## src/rtl/dll_pkg.sv

```systemverilog
// Shared types for the doubly-linked-list queue engine and its command arbiter.
// Op encoding keeps the push/pop distinction in a single bit (OP_PUSH_B).
package dll_pkg;

    localparam int ID_N      = 4;
    localparam int W         = 32;
    localparam int ID_W      = (ID_N > 1) ? $clog2(ID_N) : 1;
    localparam int OP_PUSH_B = 1;

    typedef logic [W-1:0]    word_t;
    typedef logic [ID_W-1:0] id_t;
    typedef logic [ID_N-1:0] busy_t;
    typedef logic [ID_N-1:0] empty_t;

    typedef enum logic [1:0] {
        OP_POP_FRONT  = 2'b00,
        OP_POP_BACK   = 2'b01,
        OP_PUSH_FRONT = 2'b10,
        OP_PUSH_BACK  = 2'b11
    } op_t;

    typedef struct packed {
        logic  valid;
        op_t   op;
        word_t dat;
    } arb_req_t;

    function automatic logic is_push(input op_t op);
        logic [1:0] bits;
        bits = op;
        return bits[OP_PUSH_B];
    endfunction

endpackage

```

## src/rtl/rr_arb.sv

```systemverilog
// Round-robin arbiter: one-hot grant to the first request at or after the
// rotating pointer; the pointer moves past the winner only when adv is strobed.
module rr_arb #(
    parameter int N = 4
) (
    input  logic         clk,
    input  logic         rst,
    input  logic [N-1:0] req,
    input  logic         adv,
    output logic [N-1:0] gnt
);

    localparam int PW = (N > 1) ? $clog2(N) : 1;

    logic [PW-1:0] ptr;
    logic [PW-1:0] idx;
    logic [PW-1:0] gnt_idx;
    logic [PW-1:0] ptr_nxt;
    logic          found;

    always_comb begin
        gnt     = '0;
        gnt_idx = ptr;
        idx     = '0;
        found   = 1'b0;
        for (int k = 0; k < N; k++) begin
            idx = PW'((int'(ptr) + k) % N);
            if (!found && req[idx]) begin
                found        = 1'b1;
                gnt[idx]     = 1'b1;
                gnt_idx      = idx;
            end
        end
    end

    // Wrap explicitly so non-power-of-two N never lands on an unused index.
    always_comb begin
        ptr_nxt = (gnt_idx == PW'(N - 1)) ? '0 : gnt_idx + 1'b1;
    end

    always_ff @(posedge clk) begin
        if (rst) begin
            ptr <= '0;
        end else if (adv && found) begin
            ptr <= ptr_nxt;
        end
    end

endmodule

```

## src/rtl/dll_arb.sv

```systemverilog
// Command arbiter in front of the DLL queue engine: round-robin grant per slot,
// one outstanding command per queue ID, pop-on-empty rejection, push stall on full.
module dll_arb
    import dll_pkg::*;
(
    input  logic                clk,
    input  logic                rst,
    input  logic [ID_N-1:0]     req_vld,
    input  logic [2*ID_N-1:0]   req_op,
    input  logic [W*ID_N-1:0]   req_dat,
    output logic [ID_N-1:0]     req_ack,
    output logic [ID_N-1:0]     req_err,
    input  logic [ID_N-1:0]     q_empty,
    input  logic                q_full,
    output logic                cmd_vld,
    output logic [1:0]          cmd_op,
    output logic [ID_W-1:0]     cmd_id,
    output logic [W-1:0]        cmd_dat,
    input  logic                cmd_rdy,
    input  logic                rsp_vld,
    input  logic [ID_W-1:0]     rsp_id,
    output logic [ID_N-1:0]     busy
);

    // cmd handshake: a command transfers on any edge where cmd_vld && cmd_rdy;
    // while cmd_vld && !cmd_rdy every cmd_* output holds its value.

    arb_req_t reqs [ID_N];
    arb_req_t sel;
    id_t      sel_id;
    busy_t    eligible;
    busy_t    arb_in;
    busy_t    gnt;
    busy_t    busy_set;
    busy_t    busy_clr;
    logic     slot;
    logic     any_gnt;
    logic     rejected;
    logic     issue;

    always_comb begin
        eligible = '0;
        for (int i = 0; i < ID_N; i++) begin
            reqs[i].valid = req_vld[i];
            reqs[i].op    = op_t'(req_op[2*i +: 2]);
            reqs[i].dat   = req_dat[W*i +: W];
            eligible[i]   = reqs[i].valid && !busy[i] &&
                            (!is_push(reqs[i].op) || !q_full);
        end
    end

    assign slot   = !cmd_vld || cmd_rdy;
    assign arb_in = slot ? eligible : '0;

    rr_arb #(.N(ID_N)) u_rr (
        .clk (clk),
        .rst (rst),
        .req (arb_in),
        .adv (any_gnt && !rst),
        .gnt (gnt)
    );

    always_comb begin
        sel    = '0;
        sel_id = '0;
        for (int i = 0; i < ID_N; i++) begin
            if (gnt[i]) begin
                sel    = reqs[i];
                sel_id = id_t'(i);
            end
        end
    end

    assign any_gnt  = |gnt;
    // A rejected pop is acknowledged but leaves the cmd register and busy alone.
    assign rejected = any_gnt && sel.valid && !is_push(sel.op) && q_empty[sel_id];
    assign issue    = any_gnt && sel.valid && !rejected;

    assign req_ack = rst ? '0 : gnt;
    assign req_err = (rst || !rejected) ? '0 : gnt;

    always_comb begin
        busy_set = issue ? gnt : '0;
        busy_clr = '0;
        if (rsp_vld) begin
            busy_clr[rsp_id] = 1'b1;
        end
    end

    always_ff @(posedge clk) begin
        if (rst) begin
            busy <= '0;
        end else begin
            busy <= (busy & ~busy_clr) | busy_set;
        end
    end

    always_ff @(posedge clk) begin
        if (rst) begin
            cmd_vld <= 1'b0;
            cmd_op  <= '0;
            cmd_id  <= '0;
            cmd_dat <= '0;
        end else if (issue) begin
            cmd_vld <= 1'b1;
            cmd_op  <= sel.op;
            cmd_id  <= sel_id;
            cmd_dat <= is_push(sel.op) ? sel.dat : '0;
        end else if (cmd_rdy) begin
            cmd_vld <= 1'b0;
        end
    end

    rsp_without_busy: assert property (@(posedge clk) disable iff (rst)
        rsp_vld |-> busy[rsp_id]);

endmodule

```

## config.mk

```make
export PLATFORM = sky130hd
export DESIGN_NAME = dll_arb
export DESIGN_NICKNAME = d
export VERILOG_FILES = /design/src/rtl/dll_pkg.sv /design/src/rtl/rr_arb.sv /design/src/rtl/dll_arb.sv
export SDC_FILE = /design/constraint.sdc
export NUM_CORES = 1
export LEC_CHECK = 0
export CAP_MARGIN = 20
export CORE_MARGIN = 2
export CORE_UTILIZATION = 30
export CTS_CLUSTER_DIAMETER = 40
export DETAILED_ROUTE_END_ITERATION = 6
export GPL_ROUTABILITY_DRIVEN = 0
export GPL_TIMING_DRIVEN = 0
export HOLD_SLACK_MARGIN = 0.05
export PLACE_DENSITY = 0.7
export SLEW_MARGIN = 20
export SYNTH_ARGS = -nofsm -noshare
export SYNTH_HDL_FRONTEND = slang
export SYNTH_SLANG_ARGS = --single-unit
```

## constraint.sdc

```tcl
create_clock -name clk -period 12.45 [get_ports clk]
set_input_delay 3.1125 -clock clk [delete_from_list [all_inputs] [get_ports clk]]
set_output_delay 3.1125 -clock clk [all_outputs]
set_load 0.02 [all_outputs]
```

==> results.sh <==
export IMPL_fillerInstances=1137
export IMPL_end_kind="output pin"
export IMPL_period_share=0.8128
export IMPL_cts_tree="built"
export IMPL_tns_ns=0
export IMPL_drtIter0Drc=223
export IMPL_fp_dieW_um=112.4
export IMPL_power_density_nw_per_um2=299.1
export IMPL_status="complete, no violations"
export IMPL_syn_inst=415
export IMPL_cts_buffer_depth=2
export IMPL_nets=777
export IMPL_cp_required_ns=9.34
export IMPL_die_area_um2=12630
export IMPL_cp_cell_sequence="clkdlybuf4s50_1, nor2b_1, nand3_1, a211oi_1, nor2_1, mux2i_1, o211a_2, clkbuf_1, buf_2, nor2_1, nor4_1, clkdlybuf4s50_1"
export IMPL_dp_cells=755
export IMPL_grt_overflow=0
export IMPL_slowest_stage="clkdlybuf4s50_1"
export IMPL_area_delta_synth_final_pct=65.03
export IMPL_worst_clock_skew_ns=0.005944
export IMPL_critPathLaunchType="primary input"
export IMPL_async_reset_ff_frac=0
export IMPL_rsz0062_at_grt="no"
export IMPL_clock_sinks=43
export IMPL_register_area_um2=860.8
export IMPL_syn_area_um2=3525
export IMPL_setup_violations=0
export IMPL_ir_worst_vdd_mv=0.1232
export IMPL_dp_hpwl_mm=11.38
export IMPL_cts_made_buffers=5
export IMPL_ant_nets=0
export IMPL_post_route_cells_drive_above_1_share=0.09032
export IMPL_rrSetupSlack_ns=8.26
export IMPL_worstMarginPinSlew_ns=1.047
export IMPL_drt_total_wl_mm=14.42
export IMPL_synth_edf_count=0
export IMPL_synth_flop_cell="dfxtp_1"
export IMPL_die_h_um=112.4
export IMPL_drv_slew=0
export IMPL_io_pins=200
export IMPL_drt_pass1_iter_count=4
export IMPL_cpLargestDelayFamily="buffers and inverters"
export IMPL_hold_buffers=0
export IMPL_cts_root_buf="clkbuf_16"
export IMPL_cts_setup_buffers=0
export IMPL_yosysUniqueCellTypes=57
export IMPL_stdcell_count=763
export IMPL_ys_warn_count=0
export IMPL_grt_total_usage=0.2162
export IMPL_clk_latency_ns=0.28
export IMPL_path_clk_slew_ns=0.06
export IMPL_antenna_found_initial=0
export IMPL_wl_per_cell_um=18.90
export IMPL_rows=39
export IMPL_multi_input_area_um2=2328
export IMPL_report_power_total_mw=1.740
export IMPL_slew_headroom=0.2992
export IMPL_hold_viol=0
export IMPL_cts_max_level=2
export IMPL_period_needed_ns=10.12
export IMPL_hold_path_class="reg2reg"
export IMPL_grt_first_pass_wirelength_mm=22.02
export IMPL_design_core_area_um2=11420
export IMPL_antenna_cells=0
export IMPL_avgSynthCellArea_um2=8.493
export IMPL_crit_fanout=10
export IMPL_worst_path_largest_cell_delay_ns=0.68
export IMPL_drc_errors=0
export IMPL_vias=4357
export IMPL_synth_net_count=573
export IMPL_viasPerCell=5.710
export IMPL_power_leakage_nw=2.031
export IMPL_yosysSeqAreaShare=0.2442
export IMPL_grt_max_degree=14
export IMPL_fmax_mhz=98.82
export IMPL_cp_num_buf_inv=4
export IMPL_grt_pass1_vias=4365
export IMPL_post_cts_resized=0
export IMPL_cp_data_arrival_time_ns=7.01
export IMPL_ys_ff_latch=43
export IMPL_crit_type="in2out"
export IMPL_cap_violations=0
export IMPL_port_buffers=197
export IMPL_initial_core_util=0.3087
[sequential cells by signal (all words and copies together), names as in the netlist]
register  flops
busy          4
cmd_dat      32
cmd_id        2
cmd_op        2
cmd_vld       1
u_rr.ptr      2
[cells in the final DEF, fill, tap and decap left out, types with 3 or more instances in the layout]
cell             synthesis  final
o32ai_1                  7      7
nor3_1                   4      4
a2bb2oi_1               32     32
clkbuf_1                28     29
ha_1                     7      7
nand2_1                 18     18
nand2b_1                 4      4
o32ai_2                 25     25
o2111ai_1                6      6
and2_1                   9      9
nor2_1                  16     16
o21ai_0                 15     15
inv_1                   41     41
clkdlybuf4s50_1          0    197
clkbuf_16                0      5
buf_2                    4      4
buf_4                    3      3
a32o_1                   6      6
a21oi_1                 41     41
o221ai_1                33     33
nand3_1                  7      7
dfxtp_1                 43     43
a211oi_1                 5      5
nor2b_1                  5      5
buf_6                    3      3
mux2i_1                  5      5
[worst min-delay path, stage by stage (launching register included)]
cell	delay, ns
dfxtp_1	0.31
nand2_1	0.05
o21ai_1	0.05
[path summary, 6_finish.rpt]
kind	start	to	cells after the start
worst max-delay path	req_vld[2]	req_err[1]	12
worst min-delay path	cmd_op[1]$_SDFFE_PP0P_	cmd_op[1]$_SDFFE_PP0P_	2
worst max register to register	u_rr.ptr[1]$_SDFFE_PP0P_	cmd_dat[24]$_SDFFE_PP0P_	12
worst min register to register	cmd_op[1]$_SDFFE_PP0P_	cmd_op[1]$_SDFFE_PP0P_	2
[layout make-up]
type / count / area share
plain buffers: 38 / 0.03119
clock buffers: 6 / 0.02216
clock inverters: 2 / 0.002151
inverters: 41 / 0.02646
multi-input cells: 293 / 0.4003
flip-flops and latches: 43 / 0.1480
well taps: 143 / 0.03076
repair buffers: 197 / 0.3390
[cells in the mapped netlist (9+ instances only)]
master,n,area [um^2]
a21oi_1,41,205.2
a2bb2oi_1,32,280.3
clkbuf_1,28,105.1
dfxtp_1,43,860.8
o21ai_0,15,75.07
inv_1,41,153.9
and2_1,9,56.30
o32ai_2,25,406.6
nand2_1,18,67.56
nor2_1,16,60.06
o221ai_1,33,289.0
[per-layer routing]
layer  up-vias  share of wire  GRT usage
li1       2050              -          -
met1      2105           0.40     0.2538
met2       186           0.51     0.3952
met3        16          0.085    0.06048
met4         0          0.012    0.04065
met5         -              0          0
[report_power, final]
part / switching (mW) / internal [mW]
registers: 0.0294 / 0.187
clock network: 0.0540 / 0.0741
logic: 0.777 / 0.618
total: 0.860 / 0.880
[cell families after synthesis]
logic type / Yosys count / synth area share
adder cells (fa/ha/maj): 7 / 0.02485
AND/OR/NAND/NOR: 80 / 0.1196
buffers and inverters: 79 / 0.09514
AO/OA/AOI/OAI: 199 / 0.4956
multiplexers: 7 / 0.02059
flip-flops: 43 / 0.2442
[metrics by stage]
stage | cell area, um^2 | worst slack [ns] | util | hold slack (ns)
after detailed placement | 5675 | 2.318 | 0.4970 | 0.4516
after global routing | 5817 | 2.065 | 0.5094 | 0.4692
after floorplan | 3525 | 3.536 | - | 0.5268
after CTS | 5817 | 2.333 | 0.5094 | 0.4624
after global placement | 5675 | 2.341 | 0.4970 | 0.4470
final | 5817 | 2.331 | 0.5094 | 0.4556
Note: power is estimated with default switching activity, not from simulation.
